`src/rtl/tx_arbiter.sv`:
```
// Round-robin arbiter granting one UART transmit byte at a time to either the
// manual-operation requester or the script executor. Each granted byte waits
// for tx_ready (or times out), then a fixed idle gap precedes the next grant.
module tx_arbiter #(
    parameter int unsigned TIMEOUT_CYCLES = 4096,
    parameter int unsigned GAP_CYCLES     = 2
) (
    input  logic       i_clk,
    input  logic       i_rst_n,
    input  logic       i_script_mode,
    input  logic       i_m_req,
    input  logic [7:0] i_m_bits,
    output logic       o_m_ack,
    input  logic       i_s_req,
    input  logic [7:0] i_s_bits,
    output logic       o_s_ack,
    input  logic       i_tx_ready,
    output logic [7:0] o_tx_bits,
    output logic       o_busy,
    output logic       o_owner,
    output logic       o_timeout_err,
    output logic       o_err_flag
);

    // Wait counter only ever reaches TIMEOUT_CYCLES-1; gap counter reaches GAP_CYCLES-1 <= 254.
    localparam int unsigned TW = (TIMEOUT_CYCLES > 1) ? $clog2(TIMEOUT_CYCLES) : 1;

    typedef enum logic [1:0] {StIdle, StGrant, StGap} state_e;

    state_e        r_state, w_state_nxt;
    logic [TW-1:0] r_wait, w_wait_nxt;
    logic [7:0]    r_gap, w_gap_nxt;
    logic [7:0]    r_tx_bits, w_tx_bits_nxt;
    logic          r_owner, w_owner_nxt;
    logic          r_m_ack, w_m_ack_nxt;
    logic          r_s_ack, w_s_ack_nxt;
    logic          r_busy, w_busy_nxt;
    logic          r_timeout_err, w_timeout_err_nxt;
    logic          r_err_flag, w_err_flag_nxt;
    logic          w_winner;

    // Round-robin pick: on a tie the requester that did not own the last grant wins.
    always_comb begin
        if (i_m_req && i_s_req) begin
            w_winner = ~r_owner;
        end else begin
            w_winner = i_s_req;
        end
    end

    // Next-state and next-output logic.
    always_comb begin
        w_state_nxt       = r_state;
        w_wait_nxt        = r_wait;
        w_gap_nxt         = r_gap;
        w_tx_bits_nxt     = r_tx_bits;
        w_owner_nxt       = r_owner;
        w_m_ack_nxt       = 1'b0;
        w_s_ack_nxt       = 1'b0;
        w_timeout_err_nxt = 1'b0;
        w_err_flag_nxt    = r_err_flag;
        unique case (r_state)
            StIdle: begin
                if (!i_script_mode && (i_m_req || i_s_req)) begin
                    w_state_nxt   = StGrant;
                    w_wait_nxt    = '0;
                    w_owner_nxt   = w_winner;
                    w_tx_bits_nxt = w_winner ? i_s_bits : i_m_bits;
                end
            end
            StGrant: begin
                if (i_tx_ready) begin
                    w_m_ack_nxt = ~r_owner;
                    w_s_ack_nxt = r_owner;
                    w_state_nxt = StGap;
                    w_gap_nxt   = '0;
                end else if (r_wait == TW'(TIMEOUT_CYCLES - 1)) begin
                    w_timeout_err_nxt = 1'b1;
                    w_err_flag_nxt    = 1'b1;
                    w_state_nxt       = StGap;
                    w_gap_nxt         = '0;
                end else begin
                    w_wait_nxt = r_wait + 1'b1;
                end
            end
            StGap: begin
                if (r_gap == 8'(GAP_CYCLES - 1)) begin
                    w_state_nxt = StIdle;
                end else begin
                    w_gap_nxt = r_gap + 1'b1;
                end
            end
            default: begin
                w_state_nxt = StIdle;
            end
        endcase
        w_busy_nxt = (w_state_nxt != StIdle);
    end

    // State and registered outputs; reset drops any transfer in flight.
    always_ff @(posedge i_clk or negedge i_rst_n) begin
        if (!i_rst_n) begin
            r_state       <= StIdle;
            r_wait        <= '0;
            r_gap         <= '0;
            r_tx_bits     <= 8'h00;
            r_owner       <= 1'b1;
            r_m_ack       <= 1'b0;
            r_s_ack       <= 1'b0;
            r_busy        <= 1'b0;
            r_timeout_err <= 1'b0;
            r_err_flag    <= 1'b0;
        end else begin
            r_state       <= w_state_nxt;
            r_wait        <= w_wait_nxt;
            r_gap         <= w_gap_nxt;
            r_tx_bits     <= w_tx_bits_nxt;
            r_owner       <= w_owner_nxt;
            r_m_ack       <= w_m_ack_nxt;
            r_s_ack       <= w_s_ack_nxt;
            r_busy        <= w_busy_nxt;
            r_timeout_err <= w_timeout_err_nxt;
            r_err_flag    <= w_err_flag_nxt;
        end
    end

    assign o_m_ack       = r_m_ack;
    assign o_s_ack       = r_s_ack;
    assign o_tx_bits     = r_tx_bits;
    assign o_busy        = r_busy;
    assign o_owner       = r_owner;
    assign o_timeout_err = r_timeout_err;
    assign o_err_flag    = r_err_flag;

endmodule

```
`config.mk`:
```
export PLATFORM = sky130hd
export DESIGN_NAME = tx_arbiter
export DESIGN_NICKNAME = d
export VERILOG_FILES = /design/src/rtl/tx_arbiter.sv
export SDC_FILE = /design/constraint.sdc
export NUM_CORES = 1
export LEC_CHECK = 0
export BUFFER_PORTS_ARGS = -buffer_cell sky130_fd_sc_hd__buf_4
export CORE_UTILIZATION = 49
export CTS_BUF_LIST = sky130_fd_sc_hd__clkbuf_4 sky130_fd_sc_hd__clkbuf_8 sky130_fd_sc_hd__clkbuf_16
export DETAILED_ROUTE_END_ITERATION = 16
export PLACE_DENSITY = 0.76
export SLEW_MARGIN = 20
export SYNTH_ARGS = -nofsm -noshare
export SYNTH_HDL_FRONTEND = slang
export SYNTH_SLANG_ARGS = --single-unit
```
`constraint.sdc`:
```
create_clock -name i_clk -period 1.5 [get_ports i_clk]
set_input_delay 0.3 -clock i_clk [delete_from_list [all_inputs] [get_ports i_clk]]
set_output_delay 0.3 -clock i_clk [all_outputs]
set_load 0.01 [all_outputs]
```
* Yosys cells after proc, flatten, opt, wreduce, memory -nomap -nowiden *
Index checks and enable logic that the tools add are counted.

operators by class
  add/subtract/negate cells = 2
  bitwise operators = 2
  mux-type cells = 22
  equality and inequality tests = 9
  reductions and logical operators = 12

operators with widths
  operator                                             number
  two-way mux 12 bit                                   3
  two-way mux 8 bit                                    4
  case mux 12 bit (2 select lines)                     1
  case mux 8 bit (2 select lines)                      1
  adder 12 x 1 -> 12 bit, second input constant        1
  equality test 12 bit, second input constant          1
  adder 8 x 1 -> 8 bit, second input constant          1
  equality test 8 x 1 -> 1 bit, second input constant  1
  two-way mux 1 bit                                    8
  two-way mux 2 bit                                    4
  inequality test 2 bit, second input constant         4
  case mux 2 bit (3 select lines)                      1
  AND reduction 3 bit                                  2
  nonzero test 2 bit                                   3
  AND reduction 4 bit                                  1
  inequality test 3 bit, second input constant         1
  equality test 2 x 1 -> 1 bit, second input constant  1
  equality test 2 bit, second input constant           1
  logical AND 1 bit                                    2
  logical NOT 2 bit                                    1
  inverter 1 bit                                       2
  AND reduction 2 bit                                  1
  logical NOT 1 bit                                    1
  logical OR 1 bit                                     1

storage, ports and cells
  flip-flop bits (word level) = 36
  input port bits = 22
  logic and storage cells = 57
  output and inout port bits = 14

* Depth between registers and ports, before layout *
  depth in word-level cells = 5
  mapped depth = 6
  mapped depth without buffers = 6

* Least setup slack after synthesis *
No wires, ideal clock.

  kind = reg2reg
  from = reg r_state[1]
  to = reg r_wait[11]
  path buffers = 0
  path slack = -0.148 ns
  period minus slack after synthesis = 1.648 ns
  required time = 1.380 ns
  arrival time = 1.527 ns
  stages on the path, launching flop included = 5
  cells stage by stage = dfrtp_1 > nor3b_4 > nand4_4 > or4_1 > o211a_1

on the way
  word-level cells in the longest chain between the ends = 3

ends and longest elaborated chain
  item                                                                   RTL line  text
  start: declaration                                                     30        state_e r_state, w_state_nxt;
  start signal: assignment                                               103       r_state <= StIdle;
  start signal: assignment                                               114       r_state <= w_state_nxt;
  equality test 2 x 1 -> 1 bit or logical NOT 2 bit (tied branches)      62        unique case (r_state)
  inequality test 2 bit (no line) or nonzero test 2 bit (tied branches)  n/a
  AND reduction 4 bit (no line)                                          n/a
  end signal: assignment                                                 115       r_wait <= w_wait_nxt;
  end: declaration                                                       31        logic [TW-1:0] r_wait, w_wait_nxt;

Several ways; a longest one is shown, not always the timed one.
A chain may end at the register's enable or synchronous reset.

* Final worst setup path *
  from = reg r_wait[1]
  to = reg r_wait[11]

on the way
  word-level cells in the longest chain between the ends = 4

ends and longest elaborated chain
  item                              RTL line  text
  adder 12 x 1 -> 12 bit            83        w_wait_nxt = r_wait + 1'b1;
  two-way mux 12 bit                77        end else if (r_wait == TW'(TIMEOUT_CYCLES - 1)) begin
  two-way mux 12 bit                72        if (i_tx_ready) begin
  case mux 12 bit (2 select lines)  62

Several ways; a longest one is shown, not always the timed one. The select of a mux whose other input is x is not followed.

==> flow_metrics.tcl <==
set metrics [dict create \
    die_h_um 62.1 \
    synthTopCellsByArea "dfrtp_1 49%, mux2i_1 5.1%, nand2_1 4.7%" \
    wl_per_cell_um 17.4 \
    async_flop_share 1.00 \
    root_buffer "clkbuf_4" \
    endpoint_kind "register" \
    grt_pass1_wl_um 7870 \
    power.total_uw 3510 \
    antenna_found_initial 0 \
    io_pins 36 \
    maxCapViolCount 0 \
    drt_pass1_iterations 4 \
    syn2layout_area_growth_pct 50.4 \
    startpoint_type "register" \
    syn_nets 194 \
    hold_depth 3 \
    hold_viol_final 0 \
    path_clk_slew_ns 0.11 \
    holdWs_ns 0.247 \
    crit_arrival_ns 1.90 \
    fin_setup_tns_ns -1.95 \
    syn_area_per_cell_um2 10.5 \
    initial_core_util 0.522 \
    drt_wl_total_um 5270 \
    setup_ws_ns -0.175 \
    grt_max_degree 37 \
    place.gp.congestion 0.896 \
    grt_pass1_vias 1716 \
    rsz0062_at_grt "yes" \
    fin_crit_ns 1.67 \
    synth_area_um2 1770 \
    ys_ff_latch 36 \
    drc_errors 0 \
    drtIter0Drc 90 \
    final_nets 280 \
    viasPerCell 5.78 \
    vias 1747 \
    core_area_um2 3390 \
    clock_sinks 36 \
    p_leak_uw 0.00131 \
    power.density_nw_per_um2 1320 \
    setup_violations 22 \
    clk_latency_ns 0.33 \
    peakVddDrop_mv 0.852 \
    yosysTopAreaCellShare 0.495 \
    slew_headroom 0.702 \
    r2r_cells 5 \
    io_buffers 35 \
    fin_crit_sh 1.12 \
    ys_warn_count 0 \
    die-area_um2 3860 \
    violations "setup timing" \
    antennaDiodeCount 0 \
    final_cells 302 \
    synth.most_common_cell "dfrtp_1" \
    hpwl_um 3440 \
    ys_seq_area_frac 0.510 \
    synthFlopType "dfrtp_1" \
    drv_slew 0 \
    cts_buffer_depth 2 \
    crit_fanout 5 \
    criticalPathCategory "register to register" \
    cts_tree "yes" \
    rows 21 \
    cts_buffers 5 \
    outcome "finished, violations left" \
    crit_required_ns 1.73 \
    fillers 219 \
    synth_common_cells "35 x dfrtp_1, 22 x nand2_1, 9 x mux2i_1" \
    cts_max_level 2 \
    synth_edf_count 0 \
    synthCells 169 \
    fp.dieW_um 62.1 \
    final.setup_skew_ns 0.00597 \
    worstHoldPathType "primary input to register" \
    drive_above_1_share 0.461 \
    antenna_left 0 \
    dp_cells 283 \
    tightest_slew_ns 0.448 \
    overflow 0 \
    track_usage 0.262 \
    ys_types 43 \
    max_freq_ghz 0.597 \
    yosys.area.top_type "dfrtp_1" \
]
[power by group]
part | switching, µW | total [µW] | internal (µW)
registers | 181 | 1390 | 1210
clock network | 317 | 540 | 223
logic | 759 | 1580 | 821
total | 1260 | 3510 | 2250
[state kept, by name (all words and copies together) (netlist names)]
register,count
o_s_ack,1
r_state,2
o_timeout_err,1
r_wait,12
r_gap,8
o_err_flag,1
o_busy,1
o_owner,1
o_m_ack,1
o_tx_bits,8
[layout by cell type (no fill, tap or decap), drive strengths merged, types with 7 or more instances in the layout]
cell / instances
a21oi: 7
buf: 81
dfrtp: 35
mux2i: 9
nand2: 22
nand4: 8
nor2: 8
o21ai: 15
[worst max-delay path, stage by stage, from the launching register on]
cell     delay, ns
dfrtp_1       0.43
buf_4         0.15
and3_1        0.20
nand4_4       0.15
or4_1         0.50
o211a_1       0.15
[area by class of cell]
| cell class | count | area (µm²) | area share |
|---|---|---|---|
| clock inverter | 2 | 10.0 | 0.00376 |
| clock buffer | 6 | 51.3 | 0.0193 |
| timing repair buffer | 82 | 644 | 0.242 |
| sequential | 36 | 902 | 0.339 |
| inverter | 3 | 11.3 | 0.00423 |
| multi-input combinational | 127 | 986 | 0.370 |
| tap | 46 | 57.6 | 0.0216 |
[per-stage QoR]
stage	worst slack [ns]	area (µm²)	util
finish	-0.175	2660	0.786
global route	-0.200	2660	0.786
CTS	-0.0926	2530	0.747
detailed placement	-0.201	2350	0.694
global placement	-0.137	2350	0.694
floorplan	-0.136	1770	-
[cells by family (layout without fill, tap and decap cells)]
group	after synthesis	in the layout	synth area share
and+or+nand+nor	71	71	0.233
AOI/OAI and AO/OA	38	38	0.143
DFF	36	36	0.510
muxes	9	9	0.0509
xor gates and xnor gates	6	6	0.0297
buffers and inverters	6	93	0.0127
adders and majority gates	3	3	0.0212
[layer usage]
layer / up-vias / wire [µm] / global-route usage
li1: 790 / - / -
met1: 869 / 2060 / 0.303
met2: 71 / 2840 / 0.484
met3: 17 / 260 / 0.0625
met4: 0 / 106 / 0.0669
met5: - / 0 / 0
[final timing paths]
path / from / end / slack [ns]
worst max-delay path: r_wait[1]$_DFFE_PN0P_ / r_wait[11]$_DFFE_PN0P_ / -0.17
worst min-delay path: i_m_bits[6] / o_tx_bits[6]$_DFFE_PN0P_ / 0.25
worst max register to register: r_wait[1]$_DFFE_PN0P_ / r_wait[11]$_DFFE_PN0P_ / -0.17
worst min register to register: o_err_flag$_DFFE_PN0P_ / o_err_flag$_DFFE_PN0P_ / 0.49
max in group asynchronous: i_rst_n / o_owner$_DFFE_PN1P_ / 0.70
min in group asynchronous: i_rst_n / o_timeout_err$_DFF_PN0_ / 0.45
[timing repair]
action | 4_1_cts | 5_1_grt
hold buffers | 1 | 0
gates resized for setup | 10 | 30
setup buffers | 9 | 2
endpoints found under the setup margin | 24 | 33
hold endpoints to repair | 35 | 0
pin swaps | 7 | 11
No activity file was read; power rests on OpenSTA's default activity.
